<file path="src/rtl/freq_ctrl_sync.sv">
// rtl/freq_ctrl_sync.sv - pin-side frequency/waveform qualifier with safe-point commit
module freq_ctrl_sync #(
  parameter int                    FREQ_WIDTH    = 13,
  parameter int                    SEL_WIDTH     = 2,
  parameter int                    STABLE_CYCLES = 1024,
  parameter int                    CNT_WIDTH     = 11,
  parameter logic [FREQ_WIDTH-1:0] FREQ_MAX      = 13'h1FFF,
  parameter logic [FREQ_WIDTH-1:0] FREQ_RESET    = 13'd0
) (
  input  logic                  clk,
  input  logic                  rst_n,
  input  logic [FREQ_WIDTH-1:0] freq_pin,
  input  logic [SEL_WIDTH-1:0]  sel_pin,
  input  logic                  sync_point,
  output logic [FREQ_WIDTH-1:0] freq,
  output logic [SEL_WIDTH-1:0]  waveform_sel,
  output logic                  update,
  output logic                  pending
);

  localparam int W = FREQ_WIDTH + SEL_WIDTH;
  localparam logic [CNT_WIDTH-1:0] CNT_ONE    = CNT_WIDTH'(1);
  localparam logic [CNT_WIDTH-1:0] CNT_TARGET = CNT_WIDTH'(STABLE_CYCLES);
  localparam logic [CNT_WIDTH-1:0] CNT_SAT    = '1;
  localparam logic [W-1:0]         C_RESET    = {FREQ_RESET, {SEL_WIDTH{1'b0}}};

  typedef enum logic [1:0] {IDLE, SETTLE, ARMED} state_t;

  state_t                state_q, state_d;
  logic [W-1:0]          sync1_q, sync2_q;
  logic [W-1:0]          c_q, c_d;
  logic [CNT_WIDTH-1:0]  cnt_q, cnt_d;
  logic [FREQ_WIDTH-1:0] freq_d;
  logic [SEL_WIDTH-1:0]  sel_d;
  logic                  update_d;
  logic [FREQ_WIDTH-1:0] c_freq, c_clamped;
  logic [SEL_WIDTH-1:0]  c_sel;
  logic                  changed, differs;

  // Both pin buses share one synchronizer so a half-toggled bus only looks like a change.
  always_ff @(posedge clk or negedge rst_n) begin
    if (!rst_n) begin
      sync1_q <= '0;
      sync2_q <= '0;
    end else begin
      sync1_q <= {freq_pin, sel_pin};
      sync2_q <= sync1_q;
    end
  end

  assign c_freq    = c_q[W-1:SEL_WIDTH];
  assign c_sel     = c_q[SEL_WIDTH-1:0];
  assign c_clamped = (c_freq > FREQ_MAX) ? FREQ_MAX : c_freq;
  assign changed   = (sync2_q != c_q);
  assign differs   = (c_clamped != freq) || (c_sel != waveform_sel);

  always_comb begin
    state_d  = state_q;
    c_d      = c_q;
    cnt_d    = cnt_q;
    freq_d   = freq;
    sel_d    = waveform_sel;
    update_d = 1'b0;
    case (state_q)
      IDLE: begin
        if (changed) begin
          c_d     = sync2_q;
          cnt_d   = CNT_ONE;
          state_d = SETTLE;
        end
      end
      SETTLE: begin
        if (changed) begin
          c_d   = sync2_q;
          cnt_d = CNT_ONE;
        end else if (cnt_q == CNT_TARGET) begin
          state_d = differs ? ARMED : IDLE;
        end else if (cnt_q != CNT_SAT) begin
          cnt_d = cnt_q + CNT_ONE;
        end
      end
      ARMED: begin
        // Commit wins over a simultaneous input change; IDLE picks the change up next cycle.
        if (sync_point) begin
          freq_d   = c_clamped;
          sel_d    = c_sel;
          update_d = 1'b1;
          state_d  = IDLE;
        end else if (changed) begin
          c_d     = sync2_q;
          cnt_d   = CNT_ONE;
          state_d = SETTLE;
        end
      end
      default: state_d = IDLE;
    endcase
  end

  always_ff @(posedge clk or negedge rst_n) begin
    if (!rst_n) begin
      state_q      <= IDLE;
      c_q          <= C_RESET;
      cnt_q        <= '0;
      freq         <= FREQ_RESET;
      waveform_sel <= '0;
      update       <= 1'b0;
      pending      <= 1'b0;
    end else begin
      state_q      <= state_d;
      c_q          <= c_d;
      cnt_q        <= cnt_d;
      freq         <= freq_d;
      waveform_sel <= sel_d;
      update       <= update_d;
      pending      <= (state_d == ARMED);
    end
  end

endmodule
</file>
<file path="config.mk">
export PLATFORM = sky130hd
export DESIGN_NAME = freq_ctrl_sync
export DESIGN_NICKNAME = d
export VERILOG_FILES = /design/src/rtl/freq_ctrl_sync.sv
export SDC_FILE = /design/constraint.sdc
export NUM_CORES = 1
export LEC_CHECK = 0
export ABC_AREA = 0
export ABC_CLOCK_PERIOD_IN_PS = 3100
export CAP_MARGIN = 20
export CORE_MARGIN = 2
export CORE_UTILIZATION = 50
export DETAILED_ROUTE_END_ITERATION = 12
export GPL_ROUTABILITY_DRIVEN = 0
export GPL_TIMING_DRIVEN = 1
export PLACE_DENSITY_LB_ADDON = 0.2
export SYNTH_ARGS = -nofsm -noshare
export SYNTH_HDL_FRONTEND = slang
export SYNTH_SLANG_ARGS = --single-unit
</file>
<file path="constraint.sdc">
create_clock -name clk -period 3.1 [get_ports clk]
set_clock_uncertainty 0.05 [all_clocks]
set_input_delay 0.62 -clock clk [delete_from_list [all_inputs] [get_ports clk]]
set_output_delay 0.62 -clock clk [all_outputs]
set_load 0.01 [all_outputs]
</file>
==> results of run 1 <==
[kinds of logic after synthesis]
group | Yosys count | share of synthesized area
flip-flops | 75 | 0.619
buffers and inverters | 11 | 0.0186
AO/OA/AOI/OAI | 27 | 0.0619
adder cells (fa/ha/maj) | 2 | 0.00825
multiplexers | 15 | 0.0557
AND/OR/NAND/NOR | 93 | 0.150
XOR/XNOR | 30 | 0.0867
[Yosys cell counts (2+ instances only)]
cell type	n	share of area
nand2_1	54	0.067
o21ai_1	5	0.0083
nand3_1	3	0.0050
ha_1	2	0.0083
dfrtp_1	75	0.62
xor2_1	27	0.078
nor2_1	7	0.0087
o21ai_0	3	0.0050
and3_1	2	0.0041
mux2_1	9	0.033
nor3b_1	2	0.0050
a21oi_1	9	0.015
inv_1	6	0.0074
mux2_2	6	0.022
nand4_1	3	0.0062
or3_1	3	0.0062
nor3_1	3	0.0050
buf_6	2	0.0074
clkbuf_1	2	0.0025
nor4_1	7	0.014
a41oi_1	2	0.0058
xnor2_1	3	0.0087
[power by group through the flow]
stage | clock network [W] | registers, W | logic [W]
finish | 0.000941 | 0.00103 | 0.0000755
CTS | 0.000957 | 0.00103 | 0.0000780
global route | 0.000995 | 0.00103 | 0.0000854
floorplan | 0 | 0.00104 | 0.0000328
detailed placement | 0 | 0.00105 | 0.0000774
global placement | 0 | 0.00105 | 0.0000771
[state kept, by name (all words and copies together), names as in the netlist]
signal	cells
update	1
cnt_q	11
state_q	2
waveform_sel	2
freq	13
sync2_q	15
sync1_q	15
pending	1
c_q	15
[layer usage]
metal / track usage / routed length (um) / share of wire / vias to the layer above
met5: 0 / 0 / 0 / -
met4: 0.0983 / 111 / 0.021 / 0
met3: 0.0352 / 152 / 0.029 / 11
met2: 0.294 / 2570 / 0.48 / 36
met1: 0.238 / 2490 / 0.47 / 970
li1: - / - / - / 947
[metrics by stage]
stage               cells   util  cell area [um^2]
detailed placement    359  0.585              3440
global route          375  0.629              3700
finish                375  0.629              3700
global placement      359  0.585              3440
floorplan             253      -              3030
CTS                   375  0.629              3700
[placed cells by master (no fill, tap or decap), drive strengths merged]
cell / n
inv: 7
o21ai: 9
a41oi: 2
nand2: 54
dfrtp: 75
clkbuf: 12
nand3: 3
nand3b: 1
or3: 3
and4: 1
o31ai: 2
a31oi: 1
o311a: 1
nor4: 8
or2: 1
ha: 2
nor3: 4
a21oi: 9
bufinv: 3
a21o: 1
and3: 2
o31a: 1
nor3b: 2
clkdlybuf4s50: 33
mux2: 15
or4: 1
xor2: 27
nor2: 7
nand2b: 1
and2: 1
xnor2: 3
buf: 2
a21boi: 1
nand4: 4
clkinv: 1
[worst min path at each step]
stage                                    start                    to  slack, ps  cells after the start
final                     sync1_q[0]$_DFF_PN0_  sync2_q[0]$_DFF_PN0_        300                      0
after floorplan                          rst_n    c_q[0]$_DFFE_PN0P_        270                      0
after global routing      sync1_q[1]$_DFF_PN0_  sync2_q[1]$_DFF_PN0_        310                      0
after detailed placement  sync1_q[1]$_DFF_PN0_  sync2_q[1]$_DFF_PN0_        280                      0
after CTS                 sync1_q[1]$_DFF_PN0_  sync2_q[1]$_DFF_PN0_        300                      0
after global placement    sync1_q[0]$_DFF_PN0_  sync2_q[0]$_DFF_PN0_        280                      0
[layout make-up]
type                    count  area (um^2)  area share
repair buffers             35          345      0.0933
multi-input cells         167         1100       0.297
inverters                   7         26.3     0.00710
well taps                  75         93.8      0.0254
clock inverters             4         95.1      0.0257
flip-flops and latches     75         1880       0.507
clock buffers              12          165      0.0446
==> summary.md, run 1 <==
| Metric | Value |
|---|---|
| Post-cts resize count | `0` |
| Cells along the critical path | `xor2_1, nor4_1, nand2_1, o21ai_4, mux2_2` |
| Outcome | `finished, final reports clean` |
| Vias in the first global route | `1977` |
| Final slew viol count | `0` |
| Syn_nets | `273` |
| CP peak stage delay | `570 ps` |
| All-layer global routing usage | `0.184` |
| Fmax | `0.420 GHz` |
| Fin crit period | `2380 ps` |
| Die Width | `81.9 um` |
| Via density | `5.24` |
| Num rows | `28` |
| Clk sinks | `75` |
| Area Growth Syn to Fin | `22.1%` |
| Hold crit path type | `reg -> reg` |
| CTS tree | `built` |
| EDFF count, synth | `0` |
| Initial antenna violation count | `0` |
| CTS Root Cell | `clkbuf_8` |
| Post-synthesis cell type count | `40` |
| Min Hold Slack | `300 ps` |
| I/O pin total | `35` |
| Critical Path End Type | `register` |
| Reg-to-Reg End | `c_q[2]$_DFFE_PN0P_` |
| Post-synthesis cell area | `3030 um^2` |
| Setup TNS | `0 ps` |
| Crit path DAT | `2550 ps` |
| Endpoints failing hold | `0` |
| Kind of cell adding the most delay to the critical path | `simple AND/OR/NAND/NOR gates` |
| First-pass iteration count of the detailed router | `4` |
| Startpoint Class | `register` |
| CTS Hold Bufs | `0` |
| #FFs+latches synth | `75` |
| RSZ-0062 raised after global routing | `no` |
| DR iter-0 viols | `89` |
| Seq pwr share | `0.503` |
| Vias post-DR | `1964` |
| Share of cells above drive strength 1 | `0.103` |
| PortBufs | `34` |
| Combinational power share | `0.037` |
| CP Class | `reg -> reg` |
| Max_cap viols | `0` |
| Clock buffer count from CTS | `9` |
| Overall Power | `0.00205 W` |
| Actual slew at the worst max-slew pin | `913 ps` |
| Clock Tree Buf Depth | `2` |
| Post-Syn Area per Cell | `12.0 um^2` |
| Grt ovf | `0` |
| Post-CTS Setup Repair Bufs | `0` |
| Worst Reg-to-Reg Cells | `5` |
| H-tree Lvls | `3` |
| Sw frac | `0.196` |
| Worst Setup EP | `c_q[2]$_DFFE_PN0P_` |
| LEAKAGE | `1.65 nW` |
| Worst-Skew Late Latency | `340 ps` |
| DR WL/cell | `14.2 um` |
| NetSw | `0.000401 W` |
| Clock slew at reported path FFs | `70 ps` |
| Final nets | `315` |
| Internal power | `0.00165 W` |
| FF-to-FF setup slack | `720 ps` |
| Max stage delay cell, worst path | `o21ai_4` |
| Initial Util | `0.515` |
| # fillers | `481` |
| First-pass GRT wire length | `9180 um` |
| Routed WL | `5320 um` |
| Post-synthesis sequential area ratio | `0.619` |
| Synth Flop Type | `dfrtp_1` |
| WP buf/inv | `0` |
| Die area | `6700 um^2` |
| Required time worst endpoint | `3270 ps` |
| Place WS | `651 ps` |
| Largest net degree at the start of global routing | `76` |
| Core footprint | `5890 um^2` |
| DRC | `0` |
| Mapped Cells | `253` |
| Reg2reg start | `c_q[7]$_DFFE_PN0P_` |
| Headroom to the max-slew limit | `0.391` |
| Dpl hpwl | `3540 um` |
| Crit path from | `c_q[7]$_DFFE_PN0P_` |
| Setup violators final | `0` |
| Final ANT Viol Nets | `0` |
| Async set-reset flop share out of synthesis | `1.00` |
| VDD IR max | `0.000279 V` |
| Ys Warns | `0` |
| Fin crit share | `0.768` |
| Final worst slack | `719 ps` |
| P per Cell Area | `553 nW/um^2` |
| Clock share of power | `0.460` |
| Die Height | `81.9 um` |
| Levels on crit path | `5` |
| CP Max Fanout | `16` |
| # diodes | `0` |
(Power assumes the default switching activity.)
==> inputs of run 2 (changes only) <==
--- a/config.mk
+++ b/config.mk
@@ -6,7 +6,7 @@
 export NUM_CORES = 1
 export LEC_CHECK = 0
 export ABC_AREA = 0
-export ABC_CLOCK_PERIOD_IN_PS = 3100
+export ABC_CLOCK_PERIOD_IN_PS = 2440
 export CAP_MARGIN = 20
 export CORE_MARGIN = 2
 export CORE_UTILIZATION = 50
==> constraint.sdc (replaced) <==
create_clock -name clk -period 2.44 [get_ports clk]
set_clock_uncertainty 0.05 [all_clocks]
set_input_delay 0.488 -clock clk [delete_from_list [all_inputs] [get_ports clk]]
set_output_delay 0.488 -clock clk [all_outputs]
set_load 0.01 [all_outputs]
==> run 2 against run 1 <==
Net effect:
- core utilization barely moved
- sequential share of layout area hardly changed
- clock power increased by 12%
- fmax grew 9.9%
- count of clock-buffer cells in the layout stayed put
- non-clock buffer count grew 4
- setup slack worse by 440 ps
- design area hardly changed
- register-to-register slack got worse by 440 ps
- first-iteration DRC count increased by 28%
- global-route usage up 0.26 points
- critical endpoint is now cnt_q[9]$_DFFE_PN0P_
- largest cell class unchanged
==> summary.md, run 2 (synthesis results as in run 1) <==
| Metric | Value |
|---|---|
| Via density | `5.16 (was 5.24)` |
| P per Cell Area | `664 nW/um^2 (was 553 nW/um^2)` |
| First-pass iteration count of the detailed router | `4 (unchanged)` |
| Critical Path End Type | `register (unchanged)` |
| Final slew viol count | `0 (unchanged)` |
| Most frequent cells in the layout | `dfrtp_1 (75), nand2_1 (54), clkdlybuf4s50_1 (33) (unchanged)` |
| Crit path DAT | `2340 ps (was 2550 ps)` |
| Initial antenna violation count | `0 (unchanged)` |
| CP Class | `reg -> reg (unchanged)` |
| All-layer global routing usage | `0.187 (was 0.184)` |
| CTS Root Cell | `clkbuf_8 (unchanged)` |
| Grt ovf | `0 (unchanged)` |
| First-pass GRT wire length | `9150 um (was 9180 um)` |
| Overall Power | `0.00246 W (was 0.00205 W)` |
| Final ANT Viol Nets | `0 (unchanged)` |
| CTS Hold Bufs | `0 (unchanged)` |
| Fin crit period | `2170 ps (was 2380 ps)` |
| Hold crit path type | `in -> async (was reg -> reg)` |
| Area Growth Syn to Fin | `22.1% (about the same)` |
| Min Hold Slack | `1.91 ps (was 300 ps)` |
| Actual slew at the worst max-slew pin | `532 ps (was 913 ps)` |
| Clock buffer count from CTS | `9 (unchanged)` |
| Routed WL | `5460 um (was 5320 um)` |
| Share of cells above drive strength 1 | `0.109 (was 0.103)` |
| Die Width | `81.9 um (unchanged)` |
| H-tree Lvls | `3 (unchanged)` |
| Num rows | `28 (unchanged)` |
| Worst-Skew Late Latency | `340 ps (about the same)` |
| Fin crit share | `0.888 (was 0.768)` |
| Max_cap viols | `0 (unchanged)` |
| Final nets | `319 (was 315)` |
| Reg2reg start | `c_q[9]$_DFFE_PN0P_ (was c_q[7]$_DFFE_PN0P_)` |
| Clk sinks | `75 (unchanged)` |
| Required time worst endpoint | `2610 ps (was 3270 ps)` |
| Endpoints failing hold | `0 (unchanged)` |
| Final worst slack | `274 ps (was 719 ps)` |
| Clock slew at reported path FFs | `80 ps (was 70 ps)` |
| DR WL/cell | `14.4 um (was 14.2 um)` |
| Headroom to the max-slew limit | `0.645 (was 0.391)` |
| Core footprint | `5890 um^2 (unchanged)` |
| Setup violators final | `0 (unchanged)` |
| Post-Layout Inst Area | `3700 um^2 (about the same)` |
| Vias post-DR | `1957 (was 1964)` |
| VDD IR max | `0.000421 V (was 0.000279 V)` |
| Clock Tree Buf Depth | `2 (unchanged)` |
| Outcome | `finished, final reports clean (unchanged)` |
| Vias in the first global route | `1979 (was 1977)` |
| PortBufs | `34 (unchanged)` |
| LEAKAGE | `1.65 nW (about the same)` |
| Place WS | `299 ps (was 651 ps)` |
| Setup TNS | `0 ps (unchanged)` |
| Dpl hpwl | `3780 um (was 3540 um)` |
| FF-to-FF setup slack | `270 ps (was 720 ps)` |
| Startpoint Class | `register (unchanged)` |
| Post-cts resize count | `0 (unchanged)` |
| # diodes | `0 (unchanged)` |
| DRC | `0 (unchanged)` |
| RSZ-0062 raised after global routing | `no (unchanged)` |
| Post-CTS Setup Repair Bufs | `0 (unchanged)` |
| Fmax | `0.462 GHz (was 0.420 GHz)` |
| Commonest non-fill, non-tap cell in the layout | `dfrtp_1 (unchanged)` |
| Largest registers | `c_q x15, sync1_q x15, sync2_q x15 (unchanged)` |
| Initial Util | `0.515 (unchanged)` |
| DP Area | `3480 um^2 (was 3440 um^2)` |
| Largest net degree at the start of global routing | `48 (was 76)` |
| CTS tree | `built (unchanged)` |
| I/O pin total | `35 (unchanged)` |
| Reg-to-Reg End | `cnt_q[9]$_DFFE_PN0P_ (was c_q[2]$_DFFE_PN0P_)` |
| Die area | `6700 um^2 (unchanged)` |
| Worst Reg-to-Reg Cells | `6 (was 5)` |
| Die Height | `81.9 um (unchanged)` |
| CP Max Fanout | `14 (was 16)` |
| DR iter-0 viols | `114 (was 89)` |
## run 2: layout make-up
type / count / area, um^2
Tap cell: 75 / 93.8
Clock inverter: 4 / 73.8
Timing Repair Buffer: 39 / 388
Sequential cell: 75 / 1880
Inverter: 7 / 26.3
Multi-Input combinational cell: 167 / 1100
Fill cell: 489 / 2180
Clock buffer: 12 / 145
## run 2: worst max path at each step
stage,end,start,cells past startpoint
finish,cnt_q[9]$_DFFE_PN0P_,c_q[9]$_DFFE_PN0P_,6
CTS,cnt_q[6]$_DFFE_PN0P_,c_q[7]$_DFFE_PN0P_,6
floorplan,c_q[10]$_DFFE_PN0P_,c_q[13]$_DFFE_PN0P_,6
global route,cnt_q[2]$_DFFE_PN0P_,c_q[9]$_DFFE_PN0P_,6
detailed placement,cnt_q[6]$_DFFE_PN0P_,c_q[5]$_DFFE_PN0P_,6
global placement,cnt_q[9]$_DFFE_PN0P_,c_q[9]$_DFFE_PN0P_,6
## run 2: routing by layer
metal / vias up / GRT usage / part of all wire
li1: 948 / - / -
met1: 955 / 0.251 / 0.46
met2: 45 / 0.289 / 0.48
met3: 9 / 0.0396 / 0.040
met4: 0 / 0.0900 / 0.019
met5: - / 0 / 0
## run 2: report_power, final
part           switching (W)  internal, W
clock network       0.000441     0.000605
registers          0.0000292      0.00128
logic              0.0000486    0.0000529
total               0.000519      0.00194
## run 2: stage by stage
step                       util  std cells
after floorplan               -        253
after global placement    0.592        363
after detailed placement  0.592        363
after CTS                 0.629        379
after global routing      0.629        379
final                     0.629        379
## run 2: worst max-delay path: stages (launching register included)
cell and delay [ps]:
dfrtp_1 430, xor2_1 170, nor4_1 310, nand2_1 280
o31ai_4 570, or4_1 190, a21oi_1 60
==> RTL edit 1: new RTL, config.mk and constraints of run 2 <==
Register the inputs `freq_pin`, `sel_pin` and `sync_point` before use, with the module's reset. The logic sees them one clock later.
--- a/src/rtl/freq_ctrl_sync.sv
+++ b/src/rtl/freq_ctrl_sync.sv
@@ -26,6 +26,22 @@
 
   typedef enum logic [1:0] {IDLE, SETTLE, ARMED} state_t;
 
+  logic [FREQ_WIDTH-1:0] freq_pin_q;
+  logic [SEL_WIDTH-1:0] sel_pin_q;
+  logic sync_point_q;
+
+  always_ff @(posedge clk or negedge rst_n) begin
+    if (!rst_n) begin
+      freq_pin_q   <= '0;
+      sel_pin_q    <= '0;
+      sync_point_q <= '0;
+    end else begin
+      freq_pin_q   <= freq_pin;
+      sel_pin_q    <= sel_pin;
+      sync_point_q <= sync_point;
+    end
+  end
+
   state_t                state_q, state_d;
   logic [W-1:0]          sync1_q, sync2_q;
   logic [W-1:0]          c_q, c_d;
@@ -43,7 +59,7 @@
       sync1_q <= '0;
       sync2_q <= '0;
     end else begin
-      sync1_q <= {freq_pin, sel_pin};
+      sync1_q <= {freq_pin_q, sel_pin_q};
       sync2_q <= sync1_q;
     end
   end
@@ -81,7 +97,7 @@
       end
       ARMED: begin
         // Commit wins over a simultaneous input change; IDLE picks the change up next cycle.
-        if (sync_point) begin
+        if (sync_point_q) begin
           freq_d   = c_clamped;
           sel_d    = c_sel;
           update_d = 1'b1;
Check against the original RTL: no difference found for any inputs over 10 cycles, from zero or initial values and one cycle with rst_n low; that may be too few to reach the edited logic, so the function may still have changed.
==> RTL edit 1 against run 2 <==
Fmax shrank 1.5%; clock power fell by 12%; final area rose by 11%; critical path type unchanged; routed wire length grew 5.4%; via count up 6.3%; sequential cell count is 16 higher; largest power group unchanged; non-clock buffer count unchanged; area after synthesis up 14%; worst setup slack worse by 33 ps; cell count is 5.5% higher; total power up 6.7%; sequential power is 21% higher.
==> RTL edit 1: results (changes against run 2) <==
status=completed (unchanged); Non-clock buffer share=0.0982 (was 0.105); VDD IR max=0.000340 V (was 0.000421 V); DRT iter0 DRCs=132 (was 114); area fraction in compound gates after synthesis=0.0547 (was 0.0619); Critical Path Max Stage Delay=550 ps (was 570 ps); share of cells above drive strength 1=0.122 (was 0.109); Max Clock Freq=0.455 GHz (was 0.462 GHz); P_sw=0.618 mW (was 0.519 mW); Place WS=243 ps (was 299 ps); multi-input combinational area share=0.273 (was 0.297); Worst-Skew Late Latency=360 ps (was 340 ps); top post-synthesis cells by area=dfrtp_1 (66%), xor2_1 (6.9%), nand2_1 (5.8%) (was dfrtp_1 (62%), xor2_1 (7.8%), nand2_1 (6.7%)); XOR/XNOR Fraction of Synth Area=0.0761 (was 0.0867); CP arrival=2390 ps (was 2340 ps); Clk. pwr=0.919 mW (was 1.05 mW); GR met3 Demand/Resource=0.0550 (was 0.0396); Reg area=0.00228 mm^2 (was 0.00188 mm^2); Min-Delay Path Class=register to register (was input port to async pin); Relative slew margins=0.622 (was 0.645); Clock Network Area Fraction=0.0430 (was 0.0591); global-route wire length before repair=9700 um (was 9150 um); WL met3=275 um (was 217 um); Via-to-Cell Ratio=5.20 (was 5.16); met1 Usage GRT=0.252 (was 0.251); clock buffers=11 (was 12); cell count after synthesis=269 (was 253); routed length per instance=14.4 um (about the same); Nets=335 (was 319); P_int=2.00 mW (was 1.94 mW); number of global-route vias before repair=1,939 (was 1,979); CTS hold repair buffers=1 (was 0); Multi-input gate area=0.00112 mm^2 (was 0.00110 mm^2); routed wire length on met2=2640 um (was 2620 um); Layout fillers=560 (was 489); mux cell area share after synthesis=0.0489 (was 0.0557); P_seq=1.59 mW (was 1.31 mW); Inst Count DP=383 (was 363); clk sinks=91 (was 75); Synth top cells by count=dfrtp_1 (91), nand2_1 (53), xor2_1 (27), a21oi_1 (9), mux2_1 (9) (was dfrtp_1 (75), nand2_1 (54), xor2_1 (27), a21oi_1 (9), mux2_1 (9)); DPL Wire Length=3880 um (was 3780 um); post-synthesis adder-cell area fraction=0.00725 (was 0.00825)
[RTL edit 1: cell count changes after synthesis, moves of 2 or more]
cell / delta
or3_1: -3
dfrtp_1: +16
o21ai_0: +2
or3_2: +3
and3_1: -2
and3_2: +2
o21ai_1: -2
[RTL edit 1: how the worst min path moves through the flow]
stage / from / to / slack, ps / cells after the start
detailed placement: sel_pin_q[0]$_DFF_PN0_ / sync1_q[0]$_DFF_PN0_ / 280 / 0
CTS: sync1_q[0]$_DFF_PN0_ / sync2_q[0]$_DFF_PN0_ / 300 / 0
floorplan: rst_n / c_q[0]$_DFFE_PN0P_ / 140 / 0
global route: freq_pin_q[3]$_DFF_PN0_ / sync1_q[5]$_DFF_PN0_ / 300 / 0
global placement: freq_pin_q[10]$_DFF_PN0_ / sync1_q[12]$_DFF_PN0_ / 280 / 0
finish: sync1_q[1]$_DFF_PN0_ / sync2_q[1]$_DFF_PN0_ / 300 / 0
==> RTL edit 2: new RTL, config.mk and constraints of run 2 <==
Made on the original files. The parameter `SEL_WIDTH` goes from 2 to 1.
--- a/src/rtl/freq_ctrl_sync.sv
+++ b/src/rtl/freq_ctrl_sync.sv
@@ -1,7 +1,7 @@
 // rtl/freq_ctrl_sync.sv - pin-side frequency/waveform qualifier with safe-point commit
 module freq_ctrl_sync #(
   parameter int                    FREQ_WIDTH    = 13,
-  parameter int                    SEL_WIDTH     = 2,
+  parameter int                    SEL_WIDTH     = 1,
   parameter int                    STABLE_CYCLES = 1024,
   parameter int                    CNT_WIDTH     = 11,
   parameter logic [FREQ_WIDTH-1:0] FREQ_MAX      = 13'h1FFF,
Ports: changed (resized sel_pin and waveform_sel); port bits go from 35 to 33. No check against the original RTL was run, so the function may have changed too.
==> RTL edit 2 against run 2 <==
Sequential power fell by 5%; clock power decreased by 18%; worst setup slack lost 78 ps; fmax shrank 3.5%; first-iteration DRC count fell by 26%; final area is 3.3% lower; combinational power increased by 14%; area after synthesis is 3.1% lower; total power fell by 9.8%; routed wire length decreased by 7.9%; count of clock-buffer cells in the layout decreased by 2; sequential cell count shrank 4; highest routed layer unchanged.
==> RTL edit 2: results (changes against run 2) <==
status=completed (unchanged); CP arrival=2420 ps (was 2340 ps); synthesis-to-finish area growth=21.8% (was 22.1%); Crit Path Max Fanout=11 (was 14); Initial DRT Pass Iterations=4 (unchanged); XOR/XNOR Fraction of Synth Area=0.0834 (was 0.0867); CP Capture Point=c_q[8]$_DFFE_PN0P_ (was cnt_q[9]$_DFFE_PN0P_); top post-synthesis cells by area=dfrtp_1 (60%), mux2_2 (11%), xnor2_1 (5.4%) (was dfrtp_1 (62%), xor2_1 (7.8%), nand2_1 (6.7%)); routed vias=1,823 (was 1,957); count of cell types in the netlist=38 (was 40); Cell Area, Placed=0.00338 mm^2 (was 0.00348 mm^2); Critical Path Source=c_q[6]$_DFFE_PN0P_ (was c_q[9]$_DFFE_PN0P_); routed wire length on met2=2390 um (was 2620 um); Hold Path Sink=sync2_q[7]$_DFF_PN0_; syn_nets=230 (was 273); met1 wire length=2320 um (was 2520 um); DRT iter0 DRCs=84 (was 114); RR Endpoint=c_q[8]$_DFFE_PN0P_ (was cnt_q[9]$_DFFE_PN0P_); pin count of the biggest net entering global routing=71 (was 48); H-Tree Depth=3 (unchanged); Clk Tree Root Cell=clkbuf_8 (unchanged); VDD IR max=0.000502 V (was 0.000421 V); Register-to-Register Path Depth=5 (was 6); area fraction in compound gates after synthesis=0.0830 (was 0.0619); Nets=277 (was 319); Layout fillers=448 (was 489); Seq/Total Area, Yosys=0.605 (was 0.619); mux cell area share after synthesis=0.111 (was 0.0557); Slew @ Worst Pin=501 ps (was 532 ps); post-synthesis adder-cell area fraction=0.00851 (was 0.00825); Static Leak=1.59 nW (was 1.65 nW); DPL Wire Length=3390 um (was 3780 um); Port Buf Inserts=32 (was 34); Min-Delay Path Class=register to register (was input port to async pin); biggest regs=c_q (14), sync1_q (14), sync2_q (14) (was c_q (15), sync1_q (15), sync2_q (15)); global-route wire length before repair=8570 um (was 9150 um); P_sw=0.534 mW (was 0.519 mW); reg2reg setup slack=200 ps (was 270 ps); gr usage total=0.178 (was 0.187); final wirelength=5030 um (was 5460 um); Synth top cells by count=dfrtp_1 (71), mux2_2 (28), xnor2_1 (18), a31oi_1 (12), xor2_1 (10) (was dfrtp_1 (75), nand2_1 (54), xor2_1 (27), a21oi_1 (9), mux2_1 (9)); WL met3=239 um (was 217 um); share of cells above drive strength 1=0.228 (was 0.109)
==> RTL edit 2: changes by cell type after synthesis, sizes merged, moves of 4 or more <==
cell / delta
a21oi: -6
a31oi: +11
dfrtp: -4
mux2: +13
nand2: -50
nand2b: +4
nand4: +4
nor2: -6
xnor2: +15
xor2: -17
==> RTL edit 2: power by group through the flow <==
| stage | logic, mW | registers [mW] | clock network (mW) |
|---|---|---|---|
| floorplan | 0.0537 | 1.26 | 0 |
| global placement | 0.116 | 1.26 | 0 |
| detailed placement | 0.117 | 1.26 | 0 |
| CTS | 0.119 | 1.24 | 0.886 |
| global route | 0.130 | 1.24 | 0.952 |
| finish | 0.116 | 1.24 | 0.861 |
==> RTL edit 2: final cells by class <==
type                       instances  area share
timing repair buffer              40       0.109
clock inverter                     6      0.0140
inverter                           5     0.00524
sequential                        71       0.496
clock buffer                      10      0.0384
tap                               72      0.0252
multi-input combinational        131       0.312
==> RTL edit 2: per-layer routing <==
| layer | global-route usage | vias to the layer above |
|---|---|---|
| met5 | 0 | - |
| met4 | 0.0610 | 0 |
| met3 | 0.0596 | 10 |
| met2 | 0.280 | 54 |
| met1 | 0.232 | 890 |
| li1 | - | 869 |
==> RTL edit 2: repair_timing <==
item	CTS	global route
hold buffers	1	0
endpoints found under the hold margin	1	0
gates resized for setup	0	0
==> RTL edit 2: metrics by stage <==
step / setup WS, ps / std cells / hold WS [ps]
finish: 196 / 335 / 299
global placement: 260 / 318 / 237
floorplan: 382 / 211 / 142
detailed placement: 232 / 318 / 239
global route: 92.6 / 335 / 310
CTS: 175 / 335 / 303
==> RTL edit 2: worst max-delay path, cell delays in order (launching register included) <==
cell and delay [ps]:
dfrtp_1 430, xnor2_1 220, nand4_2 190, o41ai_4 590, buf_4 300, mux2_2 350
